$ cat src/rtl/iir_pkg.sv
// Shared definitions for the IIR filter datapath and its output-side buffering.
package iir_pkg;

    localparam int NB_DEF = 10;

    typedef logic signed [NB_DEF-1:0] sample_t;

    // Ceiling log2; stands in for $clog2 on older toolchains.
    function automatic int unsigned clog2(input int unsigned value);
        int unsigned result;
        result = 0;
        for (int unsigned v = 1; v < value; v = v << 1) begin
            result = result + 1;
        end
        return result;
    endfunction

endpackage

$ cat src/rtl/fifo_regfile.sv
// DEPTH x NB register array: one synchronous write port, one asynchronous read port.
module fifo_regfile #(
    parameter int NB    = 10,
    parameter int DEPTH = 8,
    parameter int AW    = 3
) (
    input  logic          clk,
    input  logic          we,
    input  logic [AW-1:0] waddr,
    input  logic [NB-1:0] wdata,
    input  logic [AW-1:0] raddr,
    output logic [NB-1:0] rdata
);

    logic [NB-1:0] mem [DEPTH];

    always_ff @(posedge clk) begin
        if (we) begin
            mem[waddr] <= wdata;
        end
    end

    assign rdata = mem[raddr];

endmodule

$ cat src/rtl/iir_out_buffer.sv
// First-word-fall-through elastic buffer behind IIR_filter; the filter cannot be
// stalled, so samples arriving while full are dropped and flagged on sticky OVF.
module iir_out_buffer
    import iir_pkg::*;
#(
    parameter int   NB    = NB_DEF,
    parameter int   DEPTH = 8,
    localparam int  AW    = clog2(DEPTH)
) (
    input  logic          CLK,
    input  logic          RST_n,
    input  logic [NB-1:0] DIN,
    input  logic          VIN,
    output logic [NB-1:0] DOUT,
    output logic          VOUT,
    input  logic          RDY_IN,
    output logic          FULL,
    output logic          EMPTY,
    output logic [AW:0]   COUNT,
    output logic          OVF
);

    localparam logic [AW:0] CNT_FULL = DEPTH[AW:0];

    logic [AW-1:0] wr_ptr;
    logic [AW-1:0] rd_ptr;
    logic          push;
    logic          pop;
    logic [NB-1:0] rd_data;

    assign EMPTY = (COUNT == '0);
    assign FULL  = (COUNT == CNT_FULL);
    assign VOUT  = ~EMPTY;
    assign pop   = VOUT & RDY_IN;
    // A pop frees a slot in the same cycle, so a push at full is still accepted.
    assign push  = VIN & (~FULL | pop);

    always_ff @(posedge CLK) begin
        if (!RST_n) begin
            wr_ptr <= '0;
            rd_ptr <= '0;
            COUNT  <= '0;
            OVF    <= 1'b0;
        end else begin
            if (push) begin
                wr_ptr <= wr_ptr + 1'b1;
            end
            if (pop) begin
                rd_ptr <= rd_ptr + 1'b1;
            end
            if (push && !pop) begin
                COUNT <= COUNT + 1'b1;
            end else if (pop && !push) begin
                COUNT <= COUNT - 1'b1;
            end
            if (VIN && !push) begin
                OVF <= 1'b1;
            end
        end
    end

    fifo_regfile #(
        .NB    (NB),
        .DEPTH (DEPTH),
        .AW    (AW)
    ) u_regfile (
        .clk   (CLK),
        .we    (push & RST_n),
        .waddr (wr_ptr),
        .wdata (DIN),
        .raddr (rd_ptr),
        .rdata (rd_data)
    );

    assign DOUT = VOUT ? rd_data : '0;

endmodule

$ cat config.mk
export PLATFORM = sky130hd
export DESIGN_NAME = iir_out_buffer
export DESIGN_NICKNAME = d
export VERILOG_FILES = /design/src/rtl/iir_pkg.sv /design/src/rtl/fifo_regfile.sv /design/src/rtl/iir_out_buffer.sv
export SDC_FILE = /design/constraint.sdc
export NUM_CORES = 1
export LEC_CHECK = 0
export CAP_MARGIN = 20
export CORE_MARGIN = 2
export CORE_UTILIZATION = 40
export DETAILED_ROUTE_END_ITERATION = 10
export HOLD_SLACK_MARGIN = 0.02
export PLACE_DENSITY_LB_ADDON = 0.25
export SYNTH_ARGS = -nofsm -noshare
export SYNTH_HDL_FRONTEND = slang
export SYNTH_SLANG_ARGS = --single-unit
$ cat constraint.sdc
create_clock -name CLK -period 3.1 [get_ports CLK]
set_clock_uncertainty 0.1 [all_clocks]
set_input_delay 0.62 -clock CLK [delete_from_list [all_inputs] [get_ports CLK]]
set_output_delay 0.62 -clock CLK [all_outputs]
set_load 0.03 [all_outputs]
# Yosys cells after proc, flatten, opt, wreduce, memory -nomap -nowiden
# Memories as Yosys holds them, arrays and structs flattened. A register that Yosys moved wholly into a read port is not among the register bits.
# Cells that the tools add are included.
# W data, S select, Z words.
# op_classes
n_addsub,4
n_bitwise,6
muxes,7
reduce_logical,7
eq_ne,1
# ops
operator,count
$mux W10,1
$mux W4,2
$add A3 B1 Y3 const B,2
$mux W3,2
$add A4 B1 Y4 const B,1
$eq A4 B4 Y1 const B,1
$logic_not A4 Y1,1
$sub A4 B1 Y4 const B,1
$and A1 B1 Y1,3
$logic_and A1 B1 Y1,3
$logic_not A1 Y1,2
$mux W1,2
$not A1 Y1,2
$reduce_bool A2 Y1,1
$or A1 B1 Y1,1
# totals
output_inout_bits,18
input_bits,14
n_memories,1
ram_bits,80
regBits,11
word_cells,30
# memory_table
name,depth,word_bits,read_ports,rd_ports_with_merged_regs,wr,line,source
u_regfile.mem,8,10,1,1,1,fifo_regfile.sv:15,logic [NB-1:0] mem [DEPTH];

# Depth between registers and ports, before layout
# logic_depth
ltp_word,9
mapped_depth,10
ltp_nobuf,9

# By module
# From an unflattened synthesis, not the netlist that was laid out.
# unflattened
cells_unflattened,202
area_unflattened_um2,3776.1
# modules_own_cells
mod,cells_each,n_inst,area_per_inst_um2,seq_area_each_um2
fifo_regfile,128,1,3133.0,2402.3
iir_out_buffer,74,1,643.1,220.2

# Worst setup path before layout
# No wires, ideal clock.
# synth_path
kind,register -> register
start,register COUNT[0]
end,register COUNT[3]
arrival_ps,2444
required_ps,2928
setup_time_ps,72
n_path_buf,0
setup_slack_ps,484
stages_incl_launch_ff,10
synth_period_minus_slack_ps,2616
cell_sequence,dfxtp_1 -> or4b_4 -> o21a_4 -> ha_1 -> inv_1 -> ha_1 -> a21oi_1 -> a211oi_1 -> a31oi_1 -> mux2i_1
# synth_via
elab_chain_len,8
elab_cells_between_ends,16
cone_classes,2 x add/sub; 1 x eq/ne; 2 x mux; 5 x bitwise; 6 x reduce/logical
# synth_lines
item,line,source
start: declaration,iir_out_buffer.sv:19,"output logic [AW:0] COUNT,"
start signal: assignment,iir_out_buffer.sv:52,COUNT <= COUNT + 1'b1;
start signal: assignment,iir_out_buffer.sv:54,COUNT <= COUNT - 1'b1;
$logic_not A4 Y1,iir_out_buffer.sv:31,assign EMPTY = (COUNT == '0);
$not A1 Y1,iir_out_buffer.sv:33,assign VOUT = ~EMPTY;
$and A1 B1 Y1,iir_out_buffer.sv:34,assign pop = VOUT & RDY_IN;
$or A1 B1 Y1,iir_out_buffer.sv:36,assign push = VIN & (~FULL | pop);
$and A1 B1 Y1,iir_out_buffer.sv:36,
$logic_not A1 Y1,iir_out_buffer.sv:53,end else if (pop && !push) begin
$logic_and A1 B1 Y1,iir_out_buffer.sv:53,
$reduce_bool A2 Y1 (no line),-,
# Parallel ways exist; a longest one is shown, timed or not. The select of a mux whose other input is x is not followed.
# A chain may end at the register's enable or synchronous reset.

# Final worst setup path
# layout_path
start,register COUNT[0]
end,output port DOUT[8]
# layout_via
elab_chain_len,2
# layout_lines
item,line,source
$logic_not A4 Y1,iir_out_buffer.sv:31,
$mux W10,iir_out_buffer.sv:75,assign DOUT = VOUT ? rd_data : '0;
end: declaration,iir_out_buffer.sv:14,"output logic [NB-1:0] DOUT,"
# Every way passes these cells.

==> impl_metrics.yaml <==
outcome:
  outcome: "completed"
critical_path:
  cp_slowest_stage_delay_ns: 0.63
  worst_setup_path_end_kind: "output port"
  crit_family: "simple AND/OR/NAND/NOR gates"
  crit_required_ns: 2.38
  critical_path.max_fanout: 11
  timing.reg2reg.setup_slack_ns: 0.45
  startpoint_class: "register"
  crit_path_cell_trace: "or4_1, inv_1, buf_4, nor2_1, dlygate4sd2_1"
  critical_path_class: "reg -> out"
  worst-path-stages: 5
  critical_path.n_buffers_inverters: 3
  slowest_stage: "or4_1"
  arrival_ns: 2.11
  ff2ff_path_depth: 9
floorplanning:
  pin_count: 32
  start_util_pct: 41.0
  dieHeight_um: 101
  floorplan.die_area_mm2: 0.0102
  floorplan.die.width_um: 101
  placement_rows: 35
  core_mm2: 0.00915
power:
  power_switching_mw: 1.13
  leakage_dissipation_nw: 1.50
  largest_vdd_supply_drop_mv: 0.363
  combinationalPowerShare_pct: 34.0
  power_frac_seq_pct: 43.7
  power.clock.fraction_pct: 22.3
  p_per_area_mw_per_mm2: 763
  power.switching_fraction_pct: 33.2
  internal_power_mw: 2.27
timing:
  final_hold_viol_count: 0
  rsz0062_at_grt: "false"
  max-slew-margin-rel_pct: 78.6
  period_minus_slack_ns: 2.83
  timing.final.setup_violations: 0
  fmaxAchievable_mhz: 353
  timing_max_transition_violations_final: 0
  final.setup.tns_ns: 0
  final.setup.worst_slack_ns: 0.269
  period_share_pct: 91.3
  tightest_slew_ns: 0.320
run:
  maxCapViolations: 0
cts:
  clock-root-buffer: "clkbuf_8"
  cts-buffers-inserted: 9
  clock_latency_ns: 0.36
  cts.repair_timing.setup_buffer_count: 0
  path_clk_slew_ns: 0.10
  clkSinkCount: 94
  cts.htree.levels: 3
  cts_tree: "done"
  clockBufferDepth: 2
cells_and_area:
  instances_no_fill: 367
  area_growth_from_synthesis_to_layout_pct: 18.7
  finish.instance_area_mm2: 0.00446
  most-common-layout-cells: "edfxtp_1 (80), mux4_2 (20), clkdlybuf4s50_1 (20)"
  layout.cells.most_common: "edfxtp_1"
  fillers: 785
  finalNetCount: 271
  drive_gt1_share_pct: 22.3
  antenna-diode-count: 0
global_route:
  gr-total-overflow: 0
  grt_pass1_wl_um: 10700
  grt_use_total_pct: 14.8
  grt_antenna_before_repair: 0
  grt_pass1_vias: 1971
  pin_count_of_the_biggest_net_entering_global_routing: 21
synthesis:
  ys_seq_area_share_pct: 71.5
  synth_fp_nets: 225
  avgSynthCellArea_um2: 18.3
  yosys_most_used_dff: "edfxtp_1"
  synth-async-reset-ratio_pct: 0
  synth_enable_flop_cells: 80
  syn-instance-count: 205
  yosysUniqueCellTypes: 32
  synthesis.area_mm2: 0.00375
  yosys_warnings: 0
  yosys_register_bits: 94
drt:
  dr_total_vias: 1882
  post_drt_wl_per_cell_um: 18.1
  drt-pass1-iter-count: 4
  antenna_left: 0
  postRouteWirelength_um: 6650
  routed_via_density: 5.13
  route.detailed.drc: 0
  drt_iter0_markers: 47
place:
  post-dp-hpwl_um: 4070
  dp_slack_ns: 0.211
  placedInstanceArea_mm2: 0.00427
  buffer_ports.inserted: 31
  gp_congestion: 0.712
  dpl.cell_count: 351
min_path:
  hp-class: "reg -> reg"
  worstHoldPathCells: 2
logic make-up (layout without fill, tap and decap cells):
logic type | after synthesis | count (layout) | share of synthesized area [%]
multiplexers | 32 | 32 | 15.2
buffers and inverters | 12 | 63 | 1.33
AO/OA/AOI/OAI | 10 | 10 | 2.13
AND/OR/NAND/NOR | 46 | 46 | 6.47
XOR/XNOR | 5 | 5 | 1.17
flip-flops | 94 | 94 | 71.5
adder cells (fa/ha/maj) | 6 | 6 | 2.20
power groups by stage:
| stage | sequential [mW] | clock, mW | combinational [mW] |
|---|---|---|---|
| finish | 1.49 | 0.757 | 1.16 |
| detailed placement | 1.51 | 0 | 1.23 |
| global placement | 1.51 | 0 | 1.22 |
| floorplan | 1.54 | 0 | 0.788 |
| global route | 1.50 | 0.831 | 1.25 |
| CTS | 1.49 | 0.785 | 1.19 |
worst paths after layout:
kind	startpoint	endpoint
setup / recovery	COUNT[0]$_SDFFE_PN0P_	DOUT[8]
hold / removal	rd_ptr[1]$_SDFFE_PN0N_	rd_ptr[1]$_SDFFE_PN0N_
setup reg to reg	COUNT[0]$_SDFFE_PN0P_	COUNT[3]$_SDFFE_PN0P_
hold reg to reg	rd_ptr[1]$_SDFFE_PN0N_	rd_ptr[1]$_SDFFE_PN0N_
flip-flops by register name (all words and copies together), names as in the netlist, named ones only:
register	flops
u_regfile.mem	80
COUNT	4
wr_ptr	3
rd_ptr	3
OVF	1
layer usage:
| metal | up-vias | GRT usage, % | wire length [µm] |
|---|---|---|---|
| met3 | 11 | 2.77 | 244 |
| met4 | 0 | 6.95 | 125 |
| met5 | - | 0 | 0 |
| li1 | 889 | - | - |
| met1 | 943 | 20.3 | 3030 |
| met2 | 39 | 23.0 | 3250 |
timing repair:
item,in CTS,in global routing
hold buffers,0,0
setup endpoints to repair,8,3
resized for setup,8,3
worst reg2reg max path, cell delays in order, from the launching register on:
cell and delay [ns]:
dfxtp_1 0.39, or4b_4 0.59, o21a_4 0.24, ha_1 0.19, inv_1 0.13, ha_1 0.28
a21oi_1 0.18, a211oi_1 0.10, a31oi_1 0.18, mux2i_1 0.20
area by class of cell:
cell class                      instances  area, µm²  area share [%]
Tap cell                              111        139            3.12
Clock inverter                          7       61.3            1.38
Sequential cell                        94       2680            60.2
Timing Repair Buffer                   44        418            9.38
Multi-Input combinational cell         99       1020            22.9
Inverter                                3       11.3           0.253
Clock buffer                            9        124            2.78
synthesized netlist by cell type (2+ instances only):
library cell	number	share of area [%]
a21oi_1	2	0.27
inv_1	3	0.30
and2_1	6	1.0
nor2_1	16	1.6
buf_2	4	0.53
mux2i_1	12	3.2
mux4_2	20	12
nor3_1	4	0.53
nand2_1	6	0.60
dfxtp_1	14	7.5
xnor2_1	5	1.2
nand3_1	5	0.67
clkbuf_1	4	0.40
nor2b_1	2	0.33
o21ai_0	2	0.27
ha_1	5	1.7
edfxtp_1	80	64
metrics by stage:
step / util (%) / hold slack (ns) / power [mW]
6_report: 48.7 / 0.405 / 3.40
5_1_grt: 48.7 / 0.441 / 3.58
2_1_floorplan: - / 0.367 / 2.33
4_1_cts: 48.6 / 0.412 / 3.46
3_5_place_dp: 46.7 / 0.395 / 2.74
3_3_place_gp: 46.7 / 0.375 / 2.73
(Power assumes the default switching activity.)
